--- config.mk ---
export PLATFORM = sky130hd
export DESIGN_NAME = multicycle_control_fsm_flat
export DESIGN_NICKNAME = d
export VERILOG_FILES = /design/src/rtl/multicycle_control_fsm_pkg.sv /design/src/rtl/multicycle_control_fsm_if.sv /design/src/rtl/multicycle_control_fsm_ctrl_opcode_decode.sv /design/src/rtl/multicycle_control_fsm.sv /design/src/flat_wrapper.sv
export SDC_FILE = /design/constraint.sdc
export NUM_CORES = 1
export LEC_CHECK = 0
export ABC_AREA = 1
export CORE_ASPECT_RATIO = 1.5
export CORE_MARGIN = 5
export CORE_UTILIZATION = 57
export CTS_CLUSTER_SIZE = 24
export DETAILED_ROUTE_END_ITERATION = 10
export PLACE_DENSITY = 0.86
export SETUP_SLACK_MARGIN = 0.3
export SKIP_CTS_REPAIR_TIMING = 1
export SYNTH_ARGS = -nofsm -noshare
export SYNTH_HDL_FRONTEND = slang
export SYNTH_HIERARCHICAL = 1
export SYNTH_SLANG_ARGS = --single-unit
--- constraint.sdc ---
create_clock -name clk -period 7.5 [get_ports clk]
set_clock_uncertainty 0.2 [all_clocks]
set_input_delay 1.125 -clock clk [delete_from_list [all_inputs] [get_ports clk]]
set_output_delay 1.125 -clock clk [all_outputs]
set_load 0.05 [all_outputs]
--- src/rtl/multicycle_control_fsm_pkg.sv ---
// Shared constants for the multicycle control unit: opcodes, R-type functs,
// to_alu class codes, FSM state encodings and decoded instruction classes.
// Optional feature macro: CTRL_ILLEGAL_TRAP_EN (adds the TRAP state).
package multicycle_control_fsm_pkg;

  localparam int OP_BITS    = 6;
  localparam int ALUOP_BITS = 3;

  // Opcodes
  localparam logic [5:0] OP_RTYPE = 6'b000000;
  localparam logic [5:0] OP_J     = 6'b000010;
  localparam logic [5:0] OP_JAL   = 6'b000011;
  localparam logic [5:0] OP_BEQ   = 6'b000100;
  localparam logic [5:0] OP_BNE   = 6'b000101;
  localparam logic [5:0] OP_ADDI  = 6'b001000;
  localparam logic [5:0] OP_SLTI  = 6'b001010;
  localparam logic [5:0] OP_ANDI  = 6'b001100;
  localparam logic [5:0] OP_ORI   = 6'b001101;
  localparam logic [5:0] OP_LI    = 6'b001111;
  localparam logic [5:0] OP_LW    = 6'b100011;
  localparam logic [5:0] OP_SW    = 6'b101011;

  // R-type functs
  localparam logic [5:0] FN_JR  = 6'b001000;
  localparam logic [5:0] FN_ADD = 6'b100000;
  localparam logic [5:0] FN_SUB = 6'b100010;
  localparam logic [5:0] FN_AND = 6'b100100;
  localparam logic [5:0] FN_OR  = 6'b100101;
  localparam logic [5:0] FN_SLT = 6'b101010;

  // to_alu class codes
  localparam logic [2:0] ALU_R    = 3'b000;
  localparam logic [2:0] ALU_ORI  = 3'b001;
  localparam logic [2:0] ALU_ADD  = 3'b010;
  localparam logic [2:0] ALU_LI   = 3'b011;
  localparam logic [2:0] ALU_BR   = 3'b100;
  localparam logic [2:0] ALU_JMP  = 3'b101;
  localparam logic [2:0] ALU_ANDI = 3'b110;
  localparam logic [2:0] ALU_SLTI = 3'b111;

  typedef enum logic [3:0] {
    S_FETCH  = 4'd0,
    S_DECODE = 4'd1,
    S_EXEC   = 4'd2,
    S_ALUWB  = 4'd3,
    S_MEMADR = 4'd4,
    S_MEMRD  = 4'd5,
    S_MEMWR  = 4'd6,
    S_MEMWB  = 4'd7,
    S_BRANCH = 4'd8,
    S_JUMP   = 4'd9,
    S_LIWB   = 4'd10
`ifdef CTRL_ILLEGAL_TRAP_EN
   ,S_TRAP   = 4'd11
`endif
  } state_t;

  typedef enum logic [3:0] {
    CLS_ILLEGAL,
    CLS_RTYPE,
    CLS_JR,
    CLS_IMM,
    CLS_LW,
    CLS_SW,
    CLS_BRANCH,
    CLS_JUMP,
    CLS_LI
  } instr_class_t;

endpackage

--- src/rtl/multicycle_control_fsm_if.sv ---
// Control/memory bundle between the multicycle FSM (master) and the datapath +
// shared memory (slave). Inputs to the FSM: op, funct, mem_ready, zero.
// Outputs from the FSM: memory request strobes and all datapath control lines.
interface multicycle_control_fsm_if;
  import multicycle_control_fsm_pkg::*;

  logic [OP_BITS-1:0]    op;
  logic [OP_BITS-1:0]    funct;
  logic                  mem_ready;
  logic                  zero;
  logic                  mem_req;
  logic                  mem_write;
  logic                  pc_write;
  logic                  ir_write;
  logic                  mem_to_reg;
  logic                  alu_src;
  logic                  r_type;
  logic                  reg_wr;
  logic                  reg_dst;
  logic                  beq;
  logic                  bne;
  logic                  jump;
  logic                  li;
  logic                  link;
  logic [ALUOP_BITS-1:0] to_alu;
  logic                  instr_done;

  modport master (
    input  op, funct, mem_ready, zero,
    output mem_req, mem_write, pc_write, ir_write, mem_to_reg, alu_src, r_type,
           reg_wr, reg_dst, beq, bne, jump, li, link, to_alu, instr_done
  );

  modport slave (
    output op, funct, mem_ready, zero,
    input  mem_req, mem_write, pc_write, ir_write, mem_to_reg, alu_src, r_type,
           reg_wr, reg_dst, beq, bne, jump, li, link, to_alu, instr_done
  );

endinterface

--- src/rtl/multicycle_control_fsm_ctrl_opcode_decode.sv ---
// Combinational op/funct -> instruction class + to_alu code; shared with the
// single-cycle control unit. Ports: op, funct in; cls, to_alu out.
// Unlisted opcodes and unlisted R-type functs decode as CLS_ILLEGAL.
module ctrl_opcode_decode
  import multicycle_control_fsm_pkg::*;
(
  input  logic [OP_BITS-1:0]    op,
  input  logic [OP_BITS-1:0]    funct,
  output instr_class_t          cls,
  output logic [ALUOP_BITS-1:0] to_alu
);

  always_comb begin
    cls    = CLS_ILLEGAL;
    to_alu = ALU_R;
    case (op)
      OP_RTYPE: begin
        case (funct)
          FN_JR:                                  cls = CLS_JR;
          FN_ADD, FN_SUB, FN_AND, FN_OR, FN_SLT:  cls = CLS_RTYPE;
          default:                                cls = CLS_ILLEGAL;
        endcase
      end
      OP_ORI:        begin cls = CLS_IMM;    to_alu = ALU_ORI;  end
      OP_ADDI:       begin cls = CLS_IMM;    to_alu = ALU_ADD;  end
      OP_ANDI:       begin cls = CLS_IMM;    to_alu = ALU_ANDI; end
      OP_SLTI:       begin cls = CLS_IMM;    to_alu = ALU_SLTI; end
      OP_LW:         begin cls = CLS_LW;     to_alu = ALU_ADD;  end
      OP_SW:         begin cls = CLS_SW;     to_alu = ALU_ADD;  end
      OP_BEQ, OP_BNE: begin cls = CLS_BRANCH; to_alu = ALU_BR;  end
      OP_J, OP_JAL:  begin cls = CLS_JUMP;   to_alu = ALU_JMP;  end
      OP_LI:         begin cls = CLS_LI;     to_alu = ALU_LI;   end
      default:       begin cls = CLS_ILLEGAL; to_alu = ALU_R;   end
    endcase
  end

endmodule

--- src/rtl/multicycle_control_fsm.sv ---
// Multicycle control FSM: sequences each instruction FETCH/DECODE/EXEC/MEM/WB,
// handshakes with a shared memory and counts retired instructions.
// Ports: clk, rst_n, bus (control/memory interface), retired, state_o[, trap].
// Macro CTRL_ILLEGAL_TRAP_EN: unknown op/funct parks the FSM in TRAP with trap=1.
module multicycle_control_fsm
  import multicycle_control_fsm_pkg::*;
#(
  parameter int OP_W    = OP_BITS,
  parameter int ALUOP_W = ALUOP_BITS,
  parameter int CNT_W   = 32
) (
  input  logic                    clk,
  input  logic                    rst_n,
  multicycle_control_fsm_if.master bus,
  output logic [CNT_W-1:0]        retired,
  output logic [3:0]              state_o
`ifdef CTRL_ILLEGAL_TRAP_EN
 ,output logic                    trap
`endif
);

  state_t               state, state_n;
  logic [OP_W-1:0]      op_q, funct_q, dec_op, dec_funct;
  instr_class_t         cls;
  logic [ALUOP_W-1:0]   dec_to_alu;

  logic mem_req_q, mem_write_q, pc_write_q, mem_to_reg_q, alu_src_q, r_type_q;
  logic reg_wr_q, reg_dst_q, beq_q, bne_q, jump_q, li_q, link_q, done_q;
  logic [ALUOP_W-1:0] to_alu_q;
  logic instr_done;

  // In DECODE the IR fields are live on the bus; afterwards use the latched copy.
  assign dec_op    = (state == S_DECODE) ? bus.op    : op_q;
  assign dec_funct = (state == S_DECODE) ? bus.funct : funct_q;

  ctrl_opcode_decode u_dec (
    .op     (dec_op),
    .funct  (dec_funct),
    .cls    (cls),
    .to_alu (dec_to_alu)
  );

  always_comb begin
    state_n = state;
    case (state)
      S_FETCH:  if (bus.mem_ready) state_n = S_DECODE;
      S_DECODE: begin
        case (cls)
          CLS_RTYPE, CLS_IMM: state_n = S_EXEC;
          CLS_JR, CLS_JUMP:   state_n = S_JUMP;
          CLS_LW, CLS_SW:     state_n = S_MEMADR;
          CLS_BRANCH:         state_n = S_BRANCH;
          CLS_LI:             state_n = S_LIWB;
`ifdef CTRL_ILLEGAL_TRAP_EN
          default:            state_n = S_TRAP;
`else
          default:            state_n = S_FETCH;
`endif
        endcase
      end
      S_EXEC:   state_n = S_ALUWB;
      S_MEMADR: state_n = (cls == CLS_SW) ? S_MEMWR : S_MEMRD;
      S_MEMRD:  if (bus.mem_ready) state_n = S_MEMWB;
      S_MEMWR:  if (bus.mem_ready) state_n = S_FETCH;
`ifdef CTRL_ILLEGAL_TRAP_EN
      S_TRAP:   state_n = S_TRAP;
`endif
      default:  state_n = S_FETCH;
    endcase
  end

  // Outputs are registered from the state being entered, so they are pure
  // functions of the current state and latched op once that state is live.
  always_ff @(posedge clk or negedge rst_n) begin
    if (!rst_n) begin
      state        <= S_FETCH;
      op_q         <= '0;
      funct_q      <= '0;
      retired      <= '0;
      mem_req_q    <= 1'b1;
      mem_write_q  <= 1'b0;
      pc_write_q   <= 1'b0;
      mem_to_reg_q <= 1'b0;
      alu_src_q    <= 1'b0;
      r_type_q     <= 1'b0;
      reg_wr_q     <= 1'b0;
      reg_dst_q    <= 1'b0;
      beq_q        <= 1'b0;
      bne_q        <= 1'b0;
      jump_q       <= 1'b0;
      li_q         <= 1'b0;
      link_q       <= 1'b0;
      done_q       <= 1'b0;
      to_alu_q     <= '0;
    end else begin
      state <= state_n;
      if (state == S_DECODE) begin
        op_q    <= bus.op;
        funct_q <= bus.funct;
      end
      if (instr_done) retired <= retired + 1'b1;

      mem_req_q    <= 1'b0;
      mem_write_q  <= 1'b0;
      pc_write_q   <= 1'b0;
      mem_to_reg_q <= 1'b0;
      alu_src_q    <= 1'b0;
      r_type_q     <= 1'b0;
      reg_wr_q     <= 1'b0;
      reg_dst_q    <= 1'b0;
      beq_q        <= 1'b0;
      bne_q        <= 1'b0;
      jump_q       <= 1'b0;
      li_q         <= 1'b0;
      link_q       <= 1'b0;
      done_q       <= 1'b0;
      to_alu_q     <= '0;

      case (state_n)
        S_FETCH:  mem_req_q <= 1'b1;
        S_EXEC: begin
          to_alu_q  <= dec_to_alu;
          alu_src_q <= (cls != CLS_RTYPE);
          r_type_q  <= (cls == CLS_RTYPE);
        end
        S_ALUWB: begin
          reg_wr_q  <= 1'b1;
          r_type_q  <= (cls == CLS_RTYPE);
          reg_dst_q <= (cls == CLS_RTYPE);
          done_q    <= 1'b1;
        end
        S_MEMADR: begin
          to_alu_q  <= ALU_ADD;
          alu_src_q <= 1'b1;
        end
        S_MEMRD:  mem_req_q <= 1'b1;
        S_MEMWR: begin
          mem_req_q   <= 1'b1;
          mem_write_q <= 1'b1;
        end
        S_MEMWB: begin
          reg_wr_q     <= 1'b1;
          mem_to_reg_q <= 1'b1;
          done_q       <= 1'b1;
        end
        S_BRANCH: begin
          to_alu_q <= ALU_BR;
          beq_q    <= (dec_op == OP_BEQ);
          bne_q    <= (dec_op == OP_BNE);
          done_q   <= 1'b1;
        end
        S_JUMP: begin
          jump_q     <= 1'b1;
          pc_write_q <= 1'b1;
          to_alu_q   <= ALU_JMP;
          r_type_q   <= (cls == CLS_JR);
          link_q     <= (dec_op == OP_JAL);
          reg_wr_q   <= (dec_op == OP_JAL);
          done_q     <= 1'b1;
        end
        S_LIWB: begin
          li_q      <= 1'b1;
          to_alu_q  <= ALU_LI;
          alu_src_q <= 1'b1;
          reg_wr_q  <= 1'b1;
          done_q    <= 1'b1;
        end
        default: ;
      endcase
    end
  end

  // Strobes that complete on a memory handshake or depend on the ALU flag are
  // qualified by the live input in their state.
  assign instr_done     = done_q | ((state == S_MEMWR) & bus.mem_ready);
  assign bus.instr_done = instr_done;
  assign bus.ir_write   = (state == S_FETCH) & bus.mem_ready;
  assign bus.pc_write   = pc_write_q
                        | ((state == S_FETCH) & bus.mem_ready)
                        | ((state == S_BRANCH) & ((beq_q & bus.zero) | (bne_q & ~bus.zero)));
  assign bus.mem_req    = mem_req_q;
  assign bus.mem_write  = mem_write_q;
  assign bus.mem_to_reg = mem_to_reg_q;
  assign bus.alu_src    = alu_src_q;
  assign bus.r_type     = r_type_q;
  assign bus.reg_wr     = reg_wr_q;
  assign bus.reg_dst    = reg_dst_q;
  assign bus.beq        = beq_q;
  assign bus.bne        = bne_q;
  assign bus.jump       = jump_q;
  assign bus.li         = li_q;
  assign bus.link       = link_q;
  assign bus.to_alu     = to_alu_q;
  assign state_o        = state;

`ifdef CTRL_ILLEGAL_TRAP_EN
  logic trap_q;
  always_ff @(posedge clk or negedge rst_n) begin
    if (!rst_n) trap_q <= 1'b0;
    else        trap_q <= (state_n == S_TRAP);
  end
  assign trap = trap_q;
`endif

endmodule

--- src/flat_wrapper.sv ---
// flat-port wrapper written by rule: the top's interface ports become plain ports
module multicycle_control_fsm_flat import multicycle_control_fsm_pkg::*;
#(
  parameter int OP_W    = OP_BITS,
  parameter int ALUOP_W = ALUOP_BITS,
  parameter int CNT_W   = 32
)
  (clk, rst_n, retired, state_o, bus_op, bus_funct, bus_mem_ready, bus_zero, bus_mem_req, bus_mem_write, bus_pc_write, bus_ir_write, bus_mem_to_reg, bus_alu_src, bus_r_type, bus_reg_wr, bus_reg_dst, bus_beq, bus_bne, bus_jump, bus_li, bus_link, bus_to_alu, bus_instr_done);
  multicycle_control_fsm_if bus_i ();
  input  logic clk;
  input  logic rst_n;
  output logic [CNT_W-1:0] retired;
  output logic [3:0] state_o;
  input wire logic [$bits(bus_i.op)-1:0] bus_op;
  input wire logic [$bits(bus_i.funct)-1:0] bus_funct;
  input wire logic [$bits(bus_i.mem_ready)-1:0] bus_mem_ready;
  input wire logic [$bits(bus_i.zero)-1:0] bus_zero;
  output wire logic [$bits(bus_i.mem_req)-1:0] bus_mem_req;
  output wire logic [$bits(bus_i.mem_write)-1:0] bus_mem_write;
  output wire logic [$bits(bus_i.pc_write)-1:0] bus_pc_write;
  output wire logic [$bits(bus_i.ir_write)-1:0] bus_ir_write;
  output wire logic [$bits(bus_i.mem_to_reg)-1:0] bus_mem_to_reg;
  output wire logic [$bits(bus_i.alu_src)-1:0] bus_alu_src;
  output wire logic [$bits(bus_i.r_type)-1:0] bus_r_type;
  output wire logic [$bits(bus_i.reg_wr)-1:0] bus_reg_wr;
  output wire logic [$bits(bus_i.reg_dst)-1:0] bus_reg_dst;
  output wire logic [$bits(bus_i.beq)-1:0] bus_beq;
  output wire logic [$bits(bus_i.bne)-1:0] bus_bne;
  output wire logic [$bits(bus_i.jump)-1:0] bus_jump;
  output wire logic [$bits(bus_i.li)-1:0] bus_li;
  output wire logic [$bits(bus_i.link)-1:0] bus_link;
  output wire logic [$bits(bus_i.to_alu)-1:0] bus_to_alu;
  output wire logic [$bits(bus_i.instr_done)-1:0] bus_instr_done;
  assign bus_i.op = bus_op;
  assign bus_i.funct = bus_funct;
  assign bus_i.mem_ready = bus_mem_ready;
  assign bus_i.zero = bus_zero;
  assign bus_mem_req = bus_i.mem_req;
  assign bus_mem_write = bus_i.mem_write;
  assign bus_pc_write = bus_i.pc_write;
  assign bus_ir_write = bus_i.ir_write;
  assign bus_mem_to_reg = bus_i.mem_to_reg;
  assign bus_alu_src = bus_i.alu_src;
  assign bus_r_type = bus_i.r_type;
  assign bus_reg_wr = bus_i.reg_wr;
  assign bus_reg_dst = bus_i.reg_dst;
  assign bus_beq = bus_i.beq;
  assign bus_bne = bus_i.bne;
  assign bus_jump = bus_i.jump;
  assign bus_li = bus_i.li;
  assign bus_link = bus_i.link;
  assign bus_to_alu = bus_i.to_alu;
  assign bus_instr_done = bus_i.instr_done;
  multicycle_control_fsm #(.OP_W(OP_W), .ALUOP_W(ALUOP_W), .CNT_W(CNT_W)) u_core (.clk(clk), .rst_n(rst_n), .bus(bus_i), .retired(retired), .state_o(state_o));
endmodule
==> results.json, run 1 <==
{
  "cts_buffers": 9,
  "cts_tree": "built",
  "dieArea_um2": 8420,
  "min_from": "u_core/funct_q[3]$_DFF_PN0_",
  "detail-route-antenna-nets": 0,
  "r2r_cells": 20,
  "yosys.area.top_type": "dfrtp_1",
  "netlist_instances": 513,
  "synth_top_area_share_pct": 41.5,
  "r2r_start": "u_core/state_o[2]$_DFF_PN0_",
  "period_minus_slack_ns": 4.44,
  "cts_sinks": 64,
  "hold_end": "u_core/funct_q[3]$_DFF_PN0_",
  "synth_area_per_cell_um2": 7.40,
  "finalCritPeriodShare_pct": 59.2,
  "vdd_ir_drop_max_v": 0.000298,
  "largest-register": "u_core/retired",
  "hold_path_class": "reg -> reg",
  "cp.required_ns": 6.17,
  "drt_wl_total_um": 9990,
  "ys_async_sr_fraction_pct": 100,
  "cp_data_arrival_time_ns": 3.11,
  "reg_top3": "u_core/retired (32), u_core/funct_q (6), u_core/op_q (6)",
  "cts-root-buf": "clkbuf_8",
  "synth_edf_count": 0,
  "grt_pass1_vias": 3575,
  "drt_first_pass_iters": 5,
  "synth_area_leaders": "dfrtp_1, nand2_1, nor2_1",
  "drt_iter0_markers": 243,
  "cts_max_path_buffers": 2,
  "antenna_found_initial": 0,
  "synth-seq-cells": 64,
  "area_delta_synth_final_pct": 25.0,
  "ff2ff_setup_slack_ns": 4.09,
  "fp.dieW_um": 76.6,
  "post-synth-top-count-cell": "nand2_1",
  "grt_start_max_net_pins": 65,
  "ys_types": 35,
  "clk_pin_slew_ns": 0.07,
  "maxSlewHeadroom_pct": 46.4,
  "diodes": 0,
  "start_util_pct": 58.5,
  "hpwlAfterDp_um": 7380,
  "coreArea_um2": 6490,
  "io-pin-count": 70,
  "tightest_slew_ns": 0.804,
  "startpoint_type": "input port",
  "grt_pass1_wl_um": 16600,
  "drive_gt1_share_pct": 12.2,
  "cp_max_fo": 32,
  "whs_path_depth": 2,
  "ys_seq_area_share_pct": 42.2,
  "wl_per_cell_um": 15.0,
  "rr_endpoint": "u_core/bus.alu_src$_DFF_PN0_",
  "slew_violations": 0,
  "cpMostUsedCell": "clkdlybuf4s50_1",
  "viasPerCell": 5.41,
  "powerDensity_nw_per_um2": 396,
  "nets": 604,
  "rows": 36,
  "cp_slowest_cell": "clkdlybuf4s50_1",
  "leakagePower_nw": 2.24,
  "crit_chain": "clkdlybuf4s50_1 > nand3_1 > nand2_2 > clkdlybuf4s50_1",
  "ys_warn_count": 6,
  "cap_violations": 0,
  "tns_ns": 0,
  "drc_errors": 0,
  "synthFlopType": "dfrtp_1",
  "gp_congestion": 0.949,
  "grt.overflow.total": 0,
  "num-fill-cells": 537,
  "die_h_um": 110,
  "clk_latency_ns": 0.35,
  "slowest_delay_ns": 0.91,
  "htreeDepth": 3,
  "largest_register_ffs": 32,
  "rsz0062_at_grt": "false",
  "num_vias": 3617,
  "netlist_area_um2": 3790,
  "cp-end-kind": "output port",
  "critPathKind": "in -> out",
  "setup_viol": 0,
  "port_buffers": 69,
  "finalHoldViolCount": 0,
  "synth_common_cells": "nand2_1, dfrtp_1, nor2_1",
  "track_usage_pct": 24.9,
  "power_mw": 1.88,
  "status": "finished, final reports clean",
  "synth_nets": 530,
  "fmax_ghz": 0.225
}
-- cells by family (layout without fill, tap and decap cells) --
family	count (synthesis)	after routing	synth area share, %
adder cells (fa/ha/maj)	1	1	0.330
flip-flops	64	64	42.2
XOR/XNOR	21	21	4.85
AND/OR/NAND/NOR	342	342	42.2
multiplexers	1	1	0.297
buffers and inverters	64	143	7.19
AO/OA/AOI/OAI	20	20	2.87
-- through the flow --
stage	hold slack (ns)	setup slack, ns	util, %	instance area [µm²]	std cells
2_1_floorplan	0.245	4.28	-	3790	513
3_3_place_gp	0.266	3.09	69.8	4520	652
3_5_place_dp	0.271	3.06	69.8	4520	652
4_1_cts	0.290	3.06	73.1	4740	668
5_1_grt	0.315	2.96	73.1	4740	668
6_report	0.285	3.06	73.1	4740	668
-- area by class of cell --
cell class	count	area, µm²	area share [%]
clock buffer	9	124	2.61
sequential	64	1600	33.8
tap	76	95.1	2.00
clock inverter	7	95.1	2.00
timing repair buffer	70	693	14.6
inverter	57	214	4.51
multi-input combinational	385	1920	40.5
-- layout by cell type (no fill, tap or decap), drive strengths merged, types with 3 or more instances in the layout --
cell type and count:
clkinv 3, inv 58, clkbuf 9, nand2 194
nand3 37, nor3b 3, dfrtp 63, nand3b 8
clkdlybuf4s50 68, xor2 13, xnor2 8, nor3 7
o21ai 16, nand4 14, nor2 77
-- report_power, final --
part	switching [mW]	internal, mW	leakage [nW]
logic	0.755	0.302	1.29
clock network	0.145	0.188	0.110
registers	0.0600	0.431	0.840
-- worst max path at each step --
stage	end	slack [ns]	startpoint	cells past startpoint
CTS	bus_instr_done	3.06	bus_mem_ready	4
floorplan	bus_pc_write	4.28	bus_zero	3
global placement	bus_instr_done	3.09	bus_mem_ready	4
detailed placement	bus_instr_done	3.06	bus_mem_ready	4
global route	bus_instr_done	2.96	bus_mem_ready	4
finish	bus_instr_done	3.06	bus_mem_ready	4
-- layer usage --
| metal | routed length (µm) | vias up | share of wire, % | track usage (%) |
|---|---|---|---|---|
| li1 | - | 1754 | - | - |
| met3 | 527 | 47 | 5.3 | 4.84 |
| met1 | 3660 | 1661 | 37 | 25.8 |
| met2 | 5230 | 155 | 52 | 46.0 |
| met5 | 0 | - | 0 | 0 |
| met4 | 575 | 0 | 5.8 | 15.4 |
-- critical path: cells and delay by family --
kind	cells	cell delay, ns
buffers and inverters	2	1.43
and+or+nand+nor	2	0.55
Power figures use the tool's default switching activity.
==> run 2: changes to the inputs <==
--- a/config.mk
+++ b/config.mk
@@ -8,10 +8,10 @@
 export ABC_AREA = 1
 export CORE_ASPECT_RATIO = 1.5
 export CORE_MARGIN = 5
-export CORE_UTILIZATION = 57
+export CORE_UTILIZATION = 48
 export CTS_CLUSTER_SIZE = 24
 export DETAILED_ROUTE_END_ITERATION = 10
-export PLACE_DENSITY = 0.86
+export PLACE_DENSITY = 0.77
 export SETUP_SLACK_MARGIN = 0.3
 export SKIP_CTS_REPAIR_TIMING = 1
 export SYNTH_ARGS = -nofsm -noshare
==> constraint.sdc (replaced) <==
create_clock -name clk -period 3.7 [get_ports clk]
set_clock_uncertainty 0.2 [all_clocks]
set_input_delay 0.555 -clock clk [delete_from_list [all_inputs] [get_ports clk]]
set_output_delay 0.555 -clock clk [all_outputs]
set_load 0.05 [all_outputs]
==> results.json, run 2 (synthesized netlist as in run 1, its figures left out) <==
{
  "clk_pin_slew_ns": 0.05,
  "final_cell_mix": "nand2_1, clkdlybuf4s50_1, dfrtp_1, nor2_1, inv_1",
  "cap_violations": 0,
  "period_minus_slack_ns": 3.13,
  "powerDensity_nw_per_um2": 839,
  "viasPerCell": 5.21,
  "detail-route-antenna-nets": 0,
  "grt_util_met1_pct": 23.9,
  "num_vias": 3667,
  "track_usage_pct": 22.5,
  "stdcell_count": 704,
  "cts_sinks": 64,
  "grt_use_met3_pct": 4.38,
  "clk_latency_ns": 0.33,
  "diodes": 0,
  "status": "finished, final reports clean",
  "cp.required_ns": 3.76,
  "port_buffers": 69,
  "hold_path_class": "in -> async",
  "slew_violations": 0,
  "area_delta_synth_final_pct": 31.0,
  "grt_util_met2_pct": 38.9,
  "cp_max_fo": 11,
  "leakagePower_nw": 2.35,
  "r2r_cells": 20,
  "antenna_found_initial": 0,
  "busiest_layer": "met2",
  "post-place-ws_ns": 0.463,
  "grt.overflow.total": 0,
  "startpoint_type": "flip-flop",
  "grt_pass1_wl_um": 16800,
  "vdd_ir_drop_max_v": 0.000546,
  "io-pin-count": 70,
  "dp.cells": 679,
  "final_util_pct": 64.9,
  "drt_iter0_markers": 215,
  "cp_data_arrival_time_ns": 3.19,
  "rsz0062_at_grt": "false",
  "layout_commonest_cell": "nand2_1",
  "dieArea_um2": 9820,
  "finalHoldViolCount": 0,
  "nets": 614,
  "finalWorstSetupSlack_ns": 0.566,
  "reg_top3": "u_core/retired (32), u_core/funct_q (6), u_core/op_q (6)",
  "cts_max_path_buffers": 2,
  "die_h_um": 119,
  "drt_first_pass_iters": 4,
  "drt_wl_total_um": 10400,
  "placed_cell_area_um2": 4560,
  "largest_register_ffs": 32,
  "tightest_slew_ns": 0.770,
  "gp_congestion": 0.968,
  "cp-end-kind": "flip-flop",
  "largest-register": "u_core/retired",
  "drc_errors": 0,
  "rows": 39,
  "ff2ff_setup_slack_ns": 0.57,
  "holdWs_ns": 0.100,
  "cts_buffers": 9,
  "grt_start_max_net_pins": 36,
  "finalCritPeriodShare_pct": 84.7,
  "coreArea_um2": 7660,
  "cts_tree": "built",
  "drive_gt1_share_pct": 13.6,
  "maxSlewHeadroom_pct": 48.7,
  "grt_pass1_vias": 3620,
  "start_util_pct": 49.5,
  "tns_ns": 0,
  "wl_per_cell_um": 14.8,
  "fp.dieW_um": 82.6,
  "fmax_ghz": 0.319,
  "power_mw": 4.17,
  "setup_viol": 0,
  "cts-root-buf": "clkbuf_16",
  "critPathKind": "reg -> reg",
  "htreeDepth": 3,
  "hpwlAfterDp_um": 7770,
  "stdcell_area_um2": 4970
}
[run 2: cell count changes in the layout (fill, tap and decap cells not counted)]
| cell | before | now |
|---|---|---|
| clkbuf_16 | 0 | 9 |
| clkbuf_8 | 9 | 1 |
| inv_6 | 1 | 0 |
| nand2_4 | 2 | 3 |
| nand2_2 | 10 | 9 |
| clkinv_4 | 1 | 0 |
| buf_12 | 0 | 1 |
| clkinv_2 | 2 | 3 |
| buf_4 | 1 | 10 |
[run 2: where the power goes]
group          total [mW]  internal [mW]  switching (mW)
clock network       0.910          0.604           0.307
registers           0.997          0.874           0.122
logic                2.27          0.704            1.56
[run 2: layout make-up]
type / instances / area, µm²
Inverter: 57 / 214
Tap cell: 102 / 128
Clock buffer: 10 / 239
Clock inverter: 6 / 82.6
Timing Repair Buffer: 80 / 781
Multi-Input combinational cell: 385 / 1920
Sequential cell: 64 / 1600
Fill cell: 670 / 2690
[run 2: per-layer routing]
layer / share of wire, % / vias to the layer above
met1: 36 / 1710
met5: 0 / -
met3: 5.8 / 41
met4: 5.3 / 0
met2: 53 / 132
li1: - / 1784
[run 2: final timing paths]
check	start	endpoint
setup / recovery	u_core/state_o[2]$_DFF_PN0_	u_core/bus.beq$_DFF_PN0_
hold reg to reg	u_core/funct_q[3]$_DFF_PN0_	u_core/funct_q[3]$_DFF_PN0_
max in group asynchronous	rst_n	u_core/bus.mem_req$_DFF_PN1_
setup reg to reg	u_core/state_o[2]$_DFF_PN0_	u_core/bus.beq$_DFF_PN0_
min in group clk	u_core/funct_q[3]$_DFF_PN0_	u_core/funct_q[3]$_DFF_PN0_
hold / removal	rst_n	u_core/retired[24]$_DFFE_PN0P_
[run 2: critical path, cell delays in order (launching register included)]
cell and delay (ns):
dfrtp_1 0.40, inv_1 0.15, nand2_2 0.09, nor2_4 0.19, buf_4 0.18, nand2_1 0.10, nand2_1 0.15, inv_2 0.08
nor2_2 0.12, nand3_1 0.13, nand2_1 0.08, nor2_1 0.05, nand3_1 0.14, inv_1 0.09, nand3_1 0.07, nand2_1 0.08
nand3_1 0.14, nand3_2 0.22, nor2_2 0.22, nand2_1 0.08, nor2_1 0.09
==> variant (config.mk and constraints of run 2) <==
Put one more register stage on the output `retired`. The value now appears one clock later. The other outputs are not delayed to match.
--- a/src/rtl/multicycle_control_fsm.sv
+++ b/src/rtl/multicycle_control_fsm.sv
@@ -20,4 +20,6 @@
 );
 
+  logic [CNT_W-1:0] retired_s0;
+
   state_t               state, state_n;
   logic [OP_W-1:0]      op_q, funct_q, dec_op, dec_funct;
@@ -77,5 +79,5 @@
       op_q         <= '0;
       funct_q      <= '0;
-      retired      <= '0;
+      retired_s0   <= '0;
       mem_req_q    <= 1'b1;
       mem_write_q  <= 1'b0;
@@ -99,5 +101,5 @@
         funct_q <= bus.funct;
       end
-      if (instr_done) retired <= retired + 1'b1;
+      if (instr_done) retired_s0 <= retired_s0 + 1'b1;
 
       mem_req_q    <= 1'b0;
@@ -203,4 +205,8 @@
 `endif
 
+  always_ff @(posedge clk) begin
+    retired <= retired_s0;
+  end
+
 endmodule
 
Check against the original RTL: not equivalent (Yosys sat finds a counterexample within 4 cycles, from zero or initial values and one cycle with rst_n low).
==> variant against run 2 <==
Fmax up 1.9%. Cell area grew 11%. Sequential cell count increased by 32. Wire length is 3.0% higher. Largest cell class is now flip-flops and latches. Setup slack gained 59 ps. Total power rose by 2.5%. Combinational power is 9.3% lower. Synthesized area up 16%. Utilization fell by 2.5 points. Sequential power increased by 33%. First-iteration DRC count rose by 19%. Critical path type unchanged.
==> variant: results (changes against run 2) <==
Outcome
  • Outcome: finished, final reports clean (unchanged)

Global routing
  • Total track usage: 20.3% (was 22.5%)
  • Largest net degree at the start of global routing: 34 (was 36)
  • Global-route wire length before repair: 17,800 um (was 16,800 um)

Placed design
  • Placed inst area: 5200 um2 (was 4560 um2)
  • Worst slack at placement: 387 ps (was 463 ps)
  • RePlAce Congestion: 0.987 (was 0.968)

STA
  • Period minus WS final: 3080 ps (was 3130 ps)
  • Relative slew slack: 51.4% (was 48.7%)

Routing
  • Final wirelength: 10,700 um (was 10,400 um)
  • Vias after detailed routing: 3,890 (was 3,667)
  • 1st-iter DRT viols: 256 (was 215)
  • DRT Pass-1 Iters: 5 (was 4)

Finish
  • Top flop regs: u_core/retired (32), u_core/retired_s0 (32) (was u_core/retired (32), u_core/funct_q (6), u_core/op_q (6))
  • FILL cells: 788 (was 670)
  • Layout cells sized above 1: 11.3% (was 13.6%)
  • Final Instance Area: 5540 um2 (was 4970 um2)

Logic synthesis
  • Synthesized Nets: 568 (was 530)
  • Compound-Gate Fraction of Synth Area: 2.87% (about the same)
  • Synth cell count leaders: nand2_1 (183), dfrtp_1 (63), nor2_1 (63), inv_1 (51), nand3_1 (36) (was nand2_1 (182), dfrtp_1 (63), nor2_1 (58), inv_1 (46), nand3_1 (33))
  • XOR/XNOR Fraction of Synth Area: 3.38% (was 4.85%)
  • Synth cell types: 34 (was 35)
  • Synth area leaders: dfrtp_1 (36%), nand2_1 (16%), dfxtp_1 (15%) (was dfrtp_1 (42%), nand2_1 (18%), nor2_1 (5.7%))
  • Synth Area in Adders: 0.284% (was 0.330%)
  • Mux cell area share after synthesis: 0.255% (was 0.297%)

Critical path
  • CP Data Arrival Time: 3100 ps (was 3190 ps)
  • CP peak stage delay: 440 ps (was 400 ps)
  • Reg2reg path depth: 22 (was 20)
  • Setup slack, reg-to-reg: 620 ps (was 570 ps)

Power
  • Worst IR Drop VDD: 511 uV (was 546 uV)
  • P_sw: 1.92 mW (was 1.99 mW)
  • Leak: 2.57 nW (was 2.35 nW)
variant: worst max path at each step:
stage / start / endpoint
after CTS: u_core/state_o[2]$_DFF_PN0_ / u_core/bus.to_alu[1]$_DFF_PN0_
after floorplan: u_core/state_o[0]$_DFF_PN0_ / u_core/bus.alu_src$_DFF_PN0_
after global placement: bus_op[0] / u_core/bus.to_alu[1]$_DFF_PN0_
after global routing: u_core/state_o[1]$_DFF_PN0_ / u_core/bus.to_alu[0]$_DFF_PN0_
after detailed placement: bus_op[0] / u_core/bus.to_alu[1]$_DFF_PN0_
final: u_core/state_o[2]$_DFF_PN0_ / u_core/bus.to_alu[1]$_DFF_PN0_
variant: final cells by class:
class	count	area share (%)
inverters	64	4.34
clock inverters	4	0.814
flip-flops and latches	96	40.5
repair buffers	75	13.4
clock buffers	12	4.27
multi-input cells	385	34.1
well taps	110	2.49
variant: logic make-up after synthesis:
family	after synthesis
compound gates	24
xor+xnor	17
fa+ha+maj	1
buf+inv	70
flops	96
mux	1
simple gates	342
variant: power groups by stage:
stage | Combinational [mW] | Clock, mW | Sequential, mW
2_1_floorplan | 1.23 | 0 | 1.60
3_3_place_gp | 1.90 | 0 | 1.35
3_5_place_dp | 1.95 | 0 | 1.35
4_1_cts | 1.96 | 0.909 | 1.33
5_1_grt | 2.25 | 0.955 | 1.35
6_report | 2.06 | 0.886 | 1.33
variant: metrics by stage:
step	cells	hold slack (ps)
2_1_floorplan	551	59.4
6_report	746	78.9
3_3_place_gp	727	179
4_1_cts	743	95.4
5_1_grt	746	123
3_5_place_dp	727	186
variant: per-layer routing:
metal / global-route usage (%) / routed length (um) / share of wire, % / vias to the layer above
li1: - / - / - / 1875
met1: 21.5 / 3800 / 35 / 1843
met2: 36.7 / 5830 / 54 / 138
met3: 4.38 / 644 / 6.0 / 34
met4: 10.6 / 444 / 4.1 / 0
met5: 0 / 0 / 0 / -
